--- config.mk ---
export PLATFORM = sky130hd
export DESIGN_NAME = slsr_ctrl
export DESIGN_NICKNAME = d
export VERILOG_FILES = /design/src/rtl/slsr_ctrl.sv
export SDC_FILE = /design/constraint.sdc
export NUM_CORES = 1
export LEC_CHECK = 0
export BUFFER_PORTS_ARGS = -buffer_cell sky130_fd_sc_hd__buf_2
export CAP_MARGIN = 20
export CORE_MARGIN = 4
export CORE_UTILIZATION = 45
export CTS_CLUSTER_SIZE = 24
export DETAILED_ROUTE_END_ITERATION = 10
export PLACE_DENSITY = 0.75
export SYNTH_ARGS = -nofsm -noshare
export SYNTH_HDL_FRONTEND = slang
export SYNTH_SLANG_ARGS = --single-unit
--- constraint.sdc ---
create_clock -name clk -period 1.7 [get_ports clk]
set_clock_uncertainty 0.2 [all_clocks]
set_input_delay 0.085 -clock clk [delete_from_list [all_inputs] [get_ports clk]]
set_output_delay 0.085 -clock clk [all_outputs]
set_load 0.01 [all_outputs]
--- src/rtl/slsr_ctrl.sv ---
// Command sequencer for the slsr shift register: turns LOAD/SHL/SHR/ROL
// commands into per-cycle sl/sr/din pulses and returns the resulting Q.
module slsr_ctrl #(
    parameter int WIDTH = 8,
    parameter int CW    = $clog2(WIDTH) + 1
) (
    input  logic             clk,
    input  logic             reset,
    input  logic             cmd_valid,
    output logic             cmd_ready,
    input  logic [1:0]       cmd_op,
    input  logic [WIDTH-1:0] cmd_data,
    input  logic [CW-1:0]    cmd_count,
    output logic             sl,
    output logic             sr,
    output logic             din,
    input  logic [WIDTH-1:0] q_in,
    output logic             rsp_valid,
    input  logic             rsp_ready,
    output logic [WIDTH-1:0] rsp_data,
    output logic             busy
);

    typedef enum logic [1:0] {
        IDLE,
        RUN,
        RESP
    } state_t;

    localparam logic [1:0] OP_LOAD = 2'd0;
    localparam logic [1:0] OP_SHL  = 2'd1;
    localparam logic [1:0] OP_SHR  = 2'd2;
    localparam logic [1:0] OP_ROL  = 2'd3;

    localparam logic [CW-1:0] CNT_MAX = CW'(WIDTH);

    state_t           state;
    logic [1:0]       op_q;
    logic [WIDTH-1:0] data_q;
    logic [CW-1:0]    cnt;
    logic [CW-1:0]    eff_cnt;

    // LOAD always walks the full width; shifts clamp to the register width.
    always_comb begin
        eff_cnt = cmd_count;
        if (cmd_op == OP_LOAD || cmd_count > CNT_MAX)
            eff_cnt = CNT_MAX;
    end

    always_ff @(posedge clk or posedge reset) begin
        if (reset) begin
            state     <= IDLE;
            op_q      <= OP_LOAD;
            data_q    <= '0;
            cnt       <= '0;
            cmd_ready <= 1'b1;
            rsp_valid <= 1'b0;
            busy      <= 1'b0;
        end else begin
            case (state)
                IDLE: begin
                    if (cmd_valid && cmd_ready) begin
                        op_q      <= cmd_op;
                        data_q    <= cmd_data;
                        cnt       <= eff_cnt;
                        cmd_ready <= 1'b0;
                        busy      <= 1'b1;
                        if (eff_cnt == '0) begin
                            state     <= RESP;
                            rsp_valid <= 1'b1;
                        end else begin
                            state <= RUN;
                        end
                    end
                end
                RUN: begin
                    cnt <= cnt - CW'(1);
                    if (op_q == OP_LOAD)
                        data_q <= {data_q[WIDTH-2:0], 1'b0};
                    if (cnt == CW'(1)) begin
                        state     <= RESP;
                        rsp_valid <= 1'b1;
                    end
                end
                RESP: begin
                    if (rsp_ready) begin
                        state     <= IDLE;
                        rsp_valid <= 1'b0;
                        busy      <= 1'b0;
                        cmd_ready <= 1'b1;
                    end
                end
                default: begin
                    state     <= IDLE;
                    cmd_ready <= 1'b1;
                    rsp_valid <= 1'b0;
                    busy      <= 1'b0;
                end
            endcase
        end
    end

    // Controls are combinational so the shift lands on the decrementing edge.
    always_comb begin
        sl  = 1'b0;
        sr  = 1'b0;
        din = 1'b0;
        if (state == RUN) begin
            unique case (op_q)
                OP_LOAD: begin
                    sl  = 1'b1;
                    din = data_q[WIDTH-1];
                end
                OP_SHL: begin
                    sl  = 1'b1;
                    din = data_q[0];
                end
                OP_SHR: begin
                    sr  = 1'b1;
                    din = data_q[0];
                end
                OP_ROL: begin
                    sl  = 1'b1;
                    din = q_in[WIDTH-1];
                end
            endcase
        end
    end

    assign rsp_data = q_in;

endmodule

# [Yosys cells after proc, flatten, opt, wreduce, memory -nomap -nowiden]
# Index checks and enable logic that the tools add are counted.
[op_classes] n_addsub=1 order_cmp=1 n_bitwise=1 eq_ne=11 n_reduce_logical=15 muxes=27
[op_table] cell="two-way mux 8 bit" count=2
[op_table] cell="case mux 8 bit (2 select lines)" count=1
[op_table] cell="two-way mux 1 bit" count=12
[op_table] cell="case mux 1 bit (3 select lines)" count=4
[op_table] cell="inequality test 2 bit, second input constant" count=5
[op_table] cell="AND reduction 3 bit" count=3
[op_table] cell="two-way mux 2 bit" count=4
[op_table] cell="two-way mux 4 bit" count=2
[op_table] cell="case mux 4 bit (2 select lines)" count=1
[op_table] cell="== test 2 bit, second input constant" count=3
[op_table] cell="zero test 2 bit" count=3
[op_table] cell="case mux 2 bit (3 select lines)" count=1
[op_table] cell="== test 2 x 1 -> 1 bit, second input constant" count=2
[op_table] cell="== test 4 x 1 -> 1 bit, second input constant" count=1
[op_table] cell="greater-than comparator 4 bit, second input constant" count=1
[op_table] cell="zero test 4 bit" count=1
[op_table] cell="AND reduction 2 bit" count=2
[op_table] cell="AND reduction 4 bit" count=1
[op_table] cell="subtractor 4 x 1 -> 4 bit, second input constant" count=1
[op_table] cell="OR reduction 3 bit" count=1
[op_table] cell="nonzero test 2 bit" count=1
[op_table] cell="OR reduction 2 bit" count=1
[op_table] cell="logical AND 1 bit" count=1
[op_table] cell="logical OR 1 bit" count=1
[op_table] cell="NOT 1 bit" count=1
[word_totals] input_bits=26 wordCells=63 regBits=19 output_inout_bits=14

# [Logic depth before layout (Yosys ltp)]
# Gate-level depths: netlist of the first run.
[depth] word_depth=7 ltp_mapped=5 depth_no_buf=5

# [Least setup slack after synthesis of the first run]
# No wires, ideal clock.
[synth_timing] kind="reg2reg" from="reg op_q[0]" to="reg data_q[4]" path_slack_ns=0.029 path_buffers=0 arrival_ns=1.346 path_stages_with_launch=6 setup_time_ns=0.125 required_time_ns=1.375 path_cell_list="dfrtp_1 > inv_1 > ha_1 > nand2_1 > a21oi_4 > mux2_2"
[synth_via] elab_chain_len=3
[synth_lines] item="start, declared" line_no="38" source="logic [1:0] op_q;"
[synth_lines] item="start signal, assigned" line_no="63" source="op_q <= cmd_op;"
[synth_lines] item="zero test 2 bit" line_no="78" source="if (op_q == OP_LOAD)"
[synth_lines] item="inequality test 2 bit (no source line)"
[synth_lines] item="AND reduction 3 bit (no source line)"
[synth_lines] item="end signal, assigned" line_no="64" source="data_q <= cmd_data;"
[synth_lines] item="end signal, assigned" line_no="79" source="data_q <= {data_q[WIDTH-2:0], 1'b0};"
[synth_lines] item="end, declared" line_no="39" source="logic [WIDTH-1:0] data_q;"
# Every way passes these cells.
# A chain may end at the register's enable or synchronous reset.

# [Final worst setup path of the first run]
[layout_timing] from="reg op_q[1]" to="out din"
[layout_via] elab_chain_len=4
[layout_lines] item="== test 2 bit or == test 2 x 1 -> 1 bit (tied branches)" line_no="109" source="unique case (op_q)"
[layout_lines] item="OR reduction 2 bit (no source line)"
[layout_lines] item="case mux 1 bit (3 select lines) *" line_no="109"
[layout_lines] item="two-way mux 1 bit *" line_no="108" source="if (state == RUN) begin"
[layout_lines] item="end, declared" line_no="16" source="output logic din,"
# Mark *: on every way between the ends. The rest lies on a longest branch, timed or not.

==> impl_metrics.json, run 1 <==
{
  "outcome": "complete, but fails checks",
  "violations": "negative setup slack",
  "synth.cell_area_um2": 1220,
  "reg2reg_slack_ns": 0.01,
  "die_h_um": 60.1,
  "place_congestion": 0.741,
  "critPathLaunchType": "flip-flop",
  "grt_pass1_wl_um": 4330,
  "endpoint_kind": "primary output",
  "place_area_um2": 1340,
  "min_period_ns": 1.74,
  "setup_tns_ns": -0.0389,
  "synth.net_count": 137,
  "ir_drop_uv": 1310,
  "min_path_type": "in2reg",
  "via_count": 1022,
  "seqPwrFrac_pct": 27.7,
  "powerDensity_nw_per_um2": 1770,
  "path_clk_slew_ns": 0.11,
  "min_to": "cnt[3]",
  "rows": 18,
  "die_w_um": 60.1,
  "p_int_mw": 2.01,
  "final_cell_area_um2": 1790,
  "grt-ovfl-total": 0,
  "placed_cells": 156,
  "drt_wl_total_um": 2870,
  "drv_cap": 0,
  "htreeDepth": 1,
  "dp_slack_ns": -0.0862,
  "finalHoldViolations": 0,
  "syn_area_per_cell_um2": 11.7,
  "clk_latency_ns": 0.30,
  "n_fill_cell": 172,
  "start_util_pct": 48.1,
  "p_clk_share_pct": 7.3,
  "firstDrtPassIters": 4,
  "diodes": 0,
  "fin_hold_ws_ns": 0.124,
  "fp.dieArea_um2": 3620,
  "final_nets": 196,
  "clockBufferDepth": 2,
  "yosysSeqAreaShare_pct": 39.0,
  "critPathKind": "reg2out",
  "worstMarginPinSlew_ns": 0.248,
  "antenna_found_initial": 0,
  "drc": 0,
  "final_util_pct": 70.2,
  "p_comb_share_pct": 65.0,
  "worstHoldStart": "cmd_count[3]",
  "switching_share_pct": 36.4,
  "ios": 40,
  "drv_slew": 0,
  "finalNonFillerCells": 193,
  "timing.final.ws_setup_ns": -0.0389,
  "most-common-layout-cells": "24 x buf_2, 22 x dlygate4sd3_1, 16 x dfrtp_1, 14 x mux2_4, 14 x buf_4",
  "max_freq_mhz": 575,
  "r2r_cells": 4,
  "cts_tree": "yes",
  "syn_to_final_growth_pct": 46.0,
  "post-route-period-util_pct": 102,
  "grt_max_degree": 20,
  "place_hpwl_um": 1880,
  "io_buffers": 25,
  "ys_ff_latch": 19,
  "ys_warn_count": 0,
  "drtAntennaViolNets": 0,
  "cts_buffers": 3,
  "p_switching_mw": 1.15,
  "rsz0062_at_grt": "yes",
  "groute.usage.overall_pct": 16.3,
  "drive_above_1_share_pct": 50.9,
  "drtIter0Drc": 13,
  "wl_per_cell_um": 14.8,
  "final_common_cell": "buf_2",
  "grt_pass1_vias": 1002,
  "synthCells": 105,
  "r2r-end": "data_q[3]",
  "crit_path_max_fanout": 2,
  "required_ns": 1.41,
  "cts_sinks": 19,
  "r2r_start": "state[0]",
  "whs_path_depth": 3,
  "leakagePower_nw": 0.878,
  "ys_types": 38,
  "power_mw": 3.16,
  "core_area_um2": 2540,
  "cts_root_buf": "clkbuf_4",
  "max_slew_margin_pct": 83.3,
  "arrival_ns": 1.45,
  "via_per_inst": 5.30,
  "setup_violations": 1
}
cell usage after synthesis, drive strengths merged:
master   n  area, µm²
buf     13        114
a221oi   2       17.5
ha       6       75.1
nand2b   1       13.8
dfrtp   18        450
mux2    14        195
dfstp    1       26.3
o21ba    1       10.0
a32oi    1       8.76
a311oi   1       8.76
and2     1       6.26
o21ai    4       20.0
a21oi    3       26.3
a21o     2       15.0
o32ai    1       8.76
a222oi   1       10.0
and3     1       6.26
nand3b   1       20.0
a211oi   1       7.51
nor2     4       15.0
mux2i    1       10.0
o31ai    1       7.51
nor3     3       15.0
a21boi   1       7.51
nand2    4       15.0
and4bb   1       16.3
nor2b    3       26.3
inv     10       37.5
nor4bb   1       10.0
a211o    1       8.76
nor4     1       6.26
and3b    1       8.76
per-layer routing:
layer / track usage [%] / wire, µm / vias to the layer above / share of wire (%)
met2: 29.0 / 1470 / 38 / 51
li1: - / - / 477 / -
met4: 5.06 / 93 / 0 / 3.2
met5: 0 / 0 / - / 0
met3: 4.54 / 178 / 10 / 6.2
met1: 18.7 / 1120 / 497 / 39
cells by family (layout without fill, tap and decap cells):
group / Yosys count / in the layout / share of synthesized area, %
buffers and inverters: 23 / 81 / 12.4
DFF: 19 / 19 / 39.0
AOI/OAI and AO/OA: 20 / 20 / 12.8
muxes: 15 / 15 / 16.8
and+or+nand+nor: 22 / 22 / 13.0
adders and majority gates: 6 / 6 / 6.13
worst max path at each step:
stage | startpoint | endpoint
after floorplan | op_q[0] | data_q[4]
final | op_q[1] | din
after global routing | op_q[1] | din
after global placement | op_q[0] | data_q[5]
after CTS | op_q[0] | din
after detailed placement | op_q[0] | data_q[4]
critical path, cell delays in order (launching register included):
cell and delay, ns:
dfrtp_1 0.42, inv_2 0.09, ha_4 0.20, a221oi_2 0.22
nor3_1 0.07, buf_2 0.14
layout make-up:
cell class                      instances  area, µm²  area share [%]
Tap cell                               30       37.5            2.10
Multi-Input combinational cell         63        672            37.6
Clock buffer                            3       22.5            1.26
Timing Repair Buffer                   67        533            29.8
Sequential cell                        19        479            26.8
Clock inverter                          1       5.00           0.280
Inverter                               10       37.5            2.10
flip-flops by register name (all words and copies together), names as in the netlist:
name,flops
busy,1
cmd_ready,1
cnt,4
data_q,8
op_q,2
rsp_valid,1
state,2
power by group through the flow:
| stage | Sequential (mW) | Combinational (mW) | Clock [mW] |
|---|---|---|---|
| 2_1_floorplan | 0.815 | 1.20 | 0 |
| 3_3_place_gp | 0.853 | 1.41 | 0 |
| 3_5_place_dp | 0.866 | 1.47 | 0 |
| 4_1_cts | 0.875 | 1.80 | 0.238 |
| 5_1_grt | 0.899 | 2.22 | 0.253 |
| 6_report | 0.874 | 2.05 | 0.232 |
what timing repair did:
| item | in CTS | in global routing |
|---|---|---|
| hold endpoints to repair | 41 | 0 |
| pin swaps | 4 | 8 |
| buffers inserted | 6 | 5 |
| setup endpoints to repair | 9 | 11 |
| hold buffers | 22 | 0 |
| resized for setup | 13 | 14 |
(Power assumes the default switching activity.)
==> inputs of run 2 (changes only) <==
--- a/config.mk
+++ b/config.mk
@@ -6,7 +6,7 @@
 export NUM_CORES = 1
 export LEC_CHECK = 0
 export BUFFER_PORTS_ARGS = -buffer_cell sky130_fd_sc_hd__buf_2
-export CAP_MARGIN = 20
+export CORE_ASPECT_RATIO = 1.1
 export CORE_MARGIN = 4
 export CORE_UTILIZATION = 45
 export CTS_CLUSTER_SIZE = 24
==> impl_metrics.json, run 2 (synthesized netlist as in run 1, its figures left out) <==
{
  "syn_to_final_growth_pct": 49.5,
  "finalHoldViolations": 0,
  "endpoint_kind": "primary output",
  "place_congestion": 0.775,
  "max_slew_margin_pct": 76.1,
  "setup_violations": 1,
  "arrival_ns": 1.44,
  "rsz0062_at_grt": "yes",
  "clockBufferDepth": 2,
  "fin_hold_ws_ns": 0.133,
  "start_util_pct": 48.1,
  "drt_wl_total_um": 3290,
  "via_count": 1048,
  "clk_latency_ns": 0.30,
  "outcome": "complete, but fails checks",
  "min_period_ns": 1.72,
  "powerDensity_nw_per_um2": 1790,
  "path_clk_slew_ns": 0.11,
  "place_hpwl_um": 2050,
  "drtIter0Drc": 32,
  "cts_tree": "yes",
  "violations": "negative setup slack",
  "groute.usage.overall_pct": 18.8,
  "htreeDepth": 1,
  "diodes": 0,
  "dp_slack_ns": 0.0336,
  "wl_per_cell_um": 16.9,
  "critPathKind": "reg2out",
  "cts_root_buf": "clkbuf_4",
  "drc": 0,
  "cts_sinks": 19,
  "final_nets": 197,
  "drive_above_1_share_pct": 51.8,
  "cts_buffers": 3,
  "grt_pass1_wl_um": 5310,
  "drtAntennaViolNets": 0,
  "fp.dieArea_um2": 3620,
  "switching_share_pct": 36.9,
  "grt-ovfl-total": 0,
  "reg_top3": "data_q: 8 flops, cnt: 4 flops",
  "leakagePower_nw": 0.889,
  "die_w_um": 57.7,
  "antenna_found_initial": 0,
  "rows": 19,
  "seqPwrFrac_pct": 26.9,
  "drv_slew": 0,
  "grt_pass1_vias": 1120,
  "worstMarginPinSlew_ns": 0.358,
  "die_h_um": 62.7,
  "p_int_mw": 2.07,
  "ios": 40,
  "final_common_cell": "buf_2",
  "n_fill_cell": 171,
  "crit_path_max_fanout": 2,
  "ir_drop_uv": 1360,
  "drv_cap": 0,
  "max_freq_mhz": 580,
  "firstDrtPassIters": 6,
  "p_switching_mw": 1.21,
  "p_clk_share_pct": 7.2,
  "io_buffers": 25,
  "via_per_inst": 5.37,
  "power_mw": 3.28,
  "critPathLaunchType": "flip-flop",
  "grt_max_degree": 20,
  "min_path_type": "in2async",
  "regMostFlops": "data_q",
  "most-common-layout-cells": "24 x buf_2, 22 x dlygate4sd3_1, 16 x dfrtp_1, 15 x buf_4, 14 x mux2_4",
  "required_ns": 1.41,
  "p_comb_share_pct": 65.9,
  "reg2reg_slack_ns": 0.03,
  "largest_register_ff_count": 8,
  "timing.final.ws_setup_ns": -0.0230,
  "core_area_um2": 2540,
  "post-route-period-util_pct": 101
}
==> run 2: per-layer routing <==
layer / up-vias / global-route usage (%) / part of all wire [%] / wire length [µm]
met5: - / 0 / 0 / 0
met4: 0 / 6.38 / 1.3 / 42
met3: 5 / 4.55 / 4.9 / 161
met2: 36 / 32.2 / 53 / 1740
met1: 527 / 22.6 / 41 / 1350
li1: 480 / - / - / -
==> run 2: per-stage QoR <==
step	area (µm²)	cells	setup TNS, ns	utilization [%]
4_1_cts	1720	191	-0.0413	67.4
3_3_place_gp	1380	160	0	54.1
6_report	1830	195	-0.0230	71.9
2_1_floorplan	1220	105	0	-
5_1_grt	1830	195	-0.149	71.9
3_5_place_dp	1380	160	0	54.1
==> run 2: worst paths after layout <==
kind	start	to	depth (start not counted)
hold reg to reg	busy	busy	1
setup reg to reg	state[0]	data_q[2]	4
hold / removal	reset	data_q[3]	4
setup / recovery	op_q[1]	din	5
min in group clk	cmd_valid	cnt[0]	3
max in group asynchronous	reset	cmd_ready	4
==> run 2: critical path, stage by stage (launching register included) <==
cell	delay, ns
dfrtp_1	0.42
inv_2	0.09
ha_4	0.21
a221oi_2	0.22
nor3_1	0.06
buf_2	0.14
==> run 2: what timing repair did <==
item,in CTS,in global routing
pin swaps,3,3
setup buffers,6,4
setup endpoints to repair,2,11
resized for setup,11,18
hold buffers,22,0
endpoints found under the hold margin,41,0
==> run 2: power by group through the flow <==
stage / clock, mW / sequential (mW) / combinational [mW]
floorplan: 0 / 0.815 / 1.20
CTS: 0.241 / 0.858 / 1.87
finish: 0.237 / 0.881 / 2.16
global placement: 0 / 0.842 / 1.53
global route: 0.272 / 0.903 / 2.33
detailed placement: 0 / 0.859 / 1.60
==> run 2: layout make-up <==
class / instances / area, µm² / area share [%]
sequential: 19 / 479 / 26.2
multi-input combinational: 63 / 698 / 38.2
inverter: 10 / 37.5 / 2.05
clock buffer: 4 / 26.3 / 1.44
tap: 31 / 38.8 / 2.12
timing repair buffer: 68 / 549 / 30.0
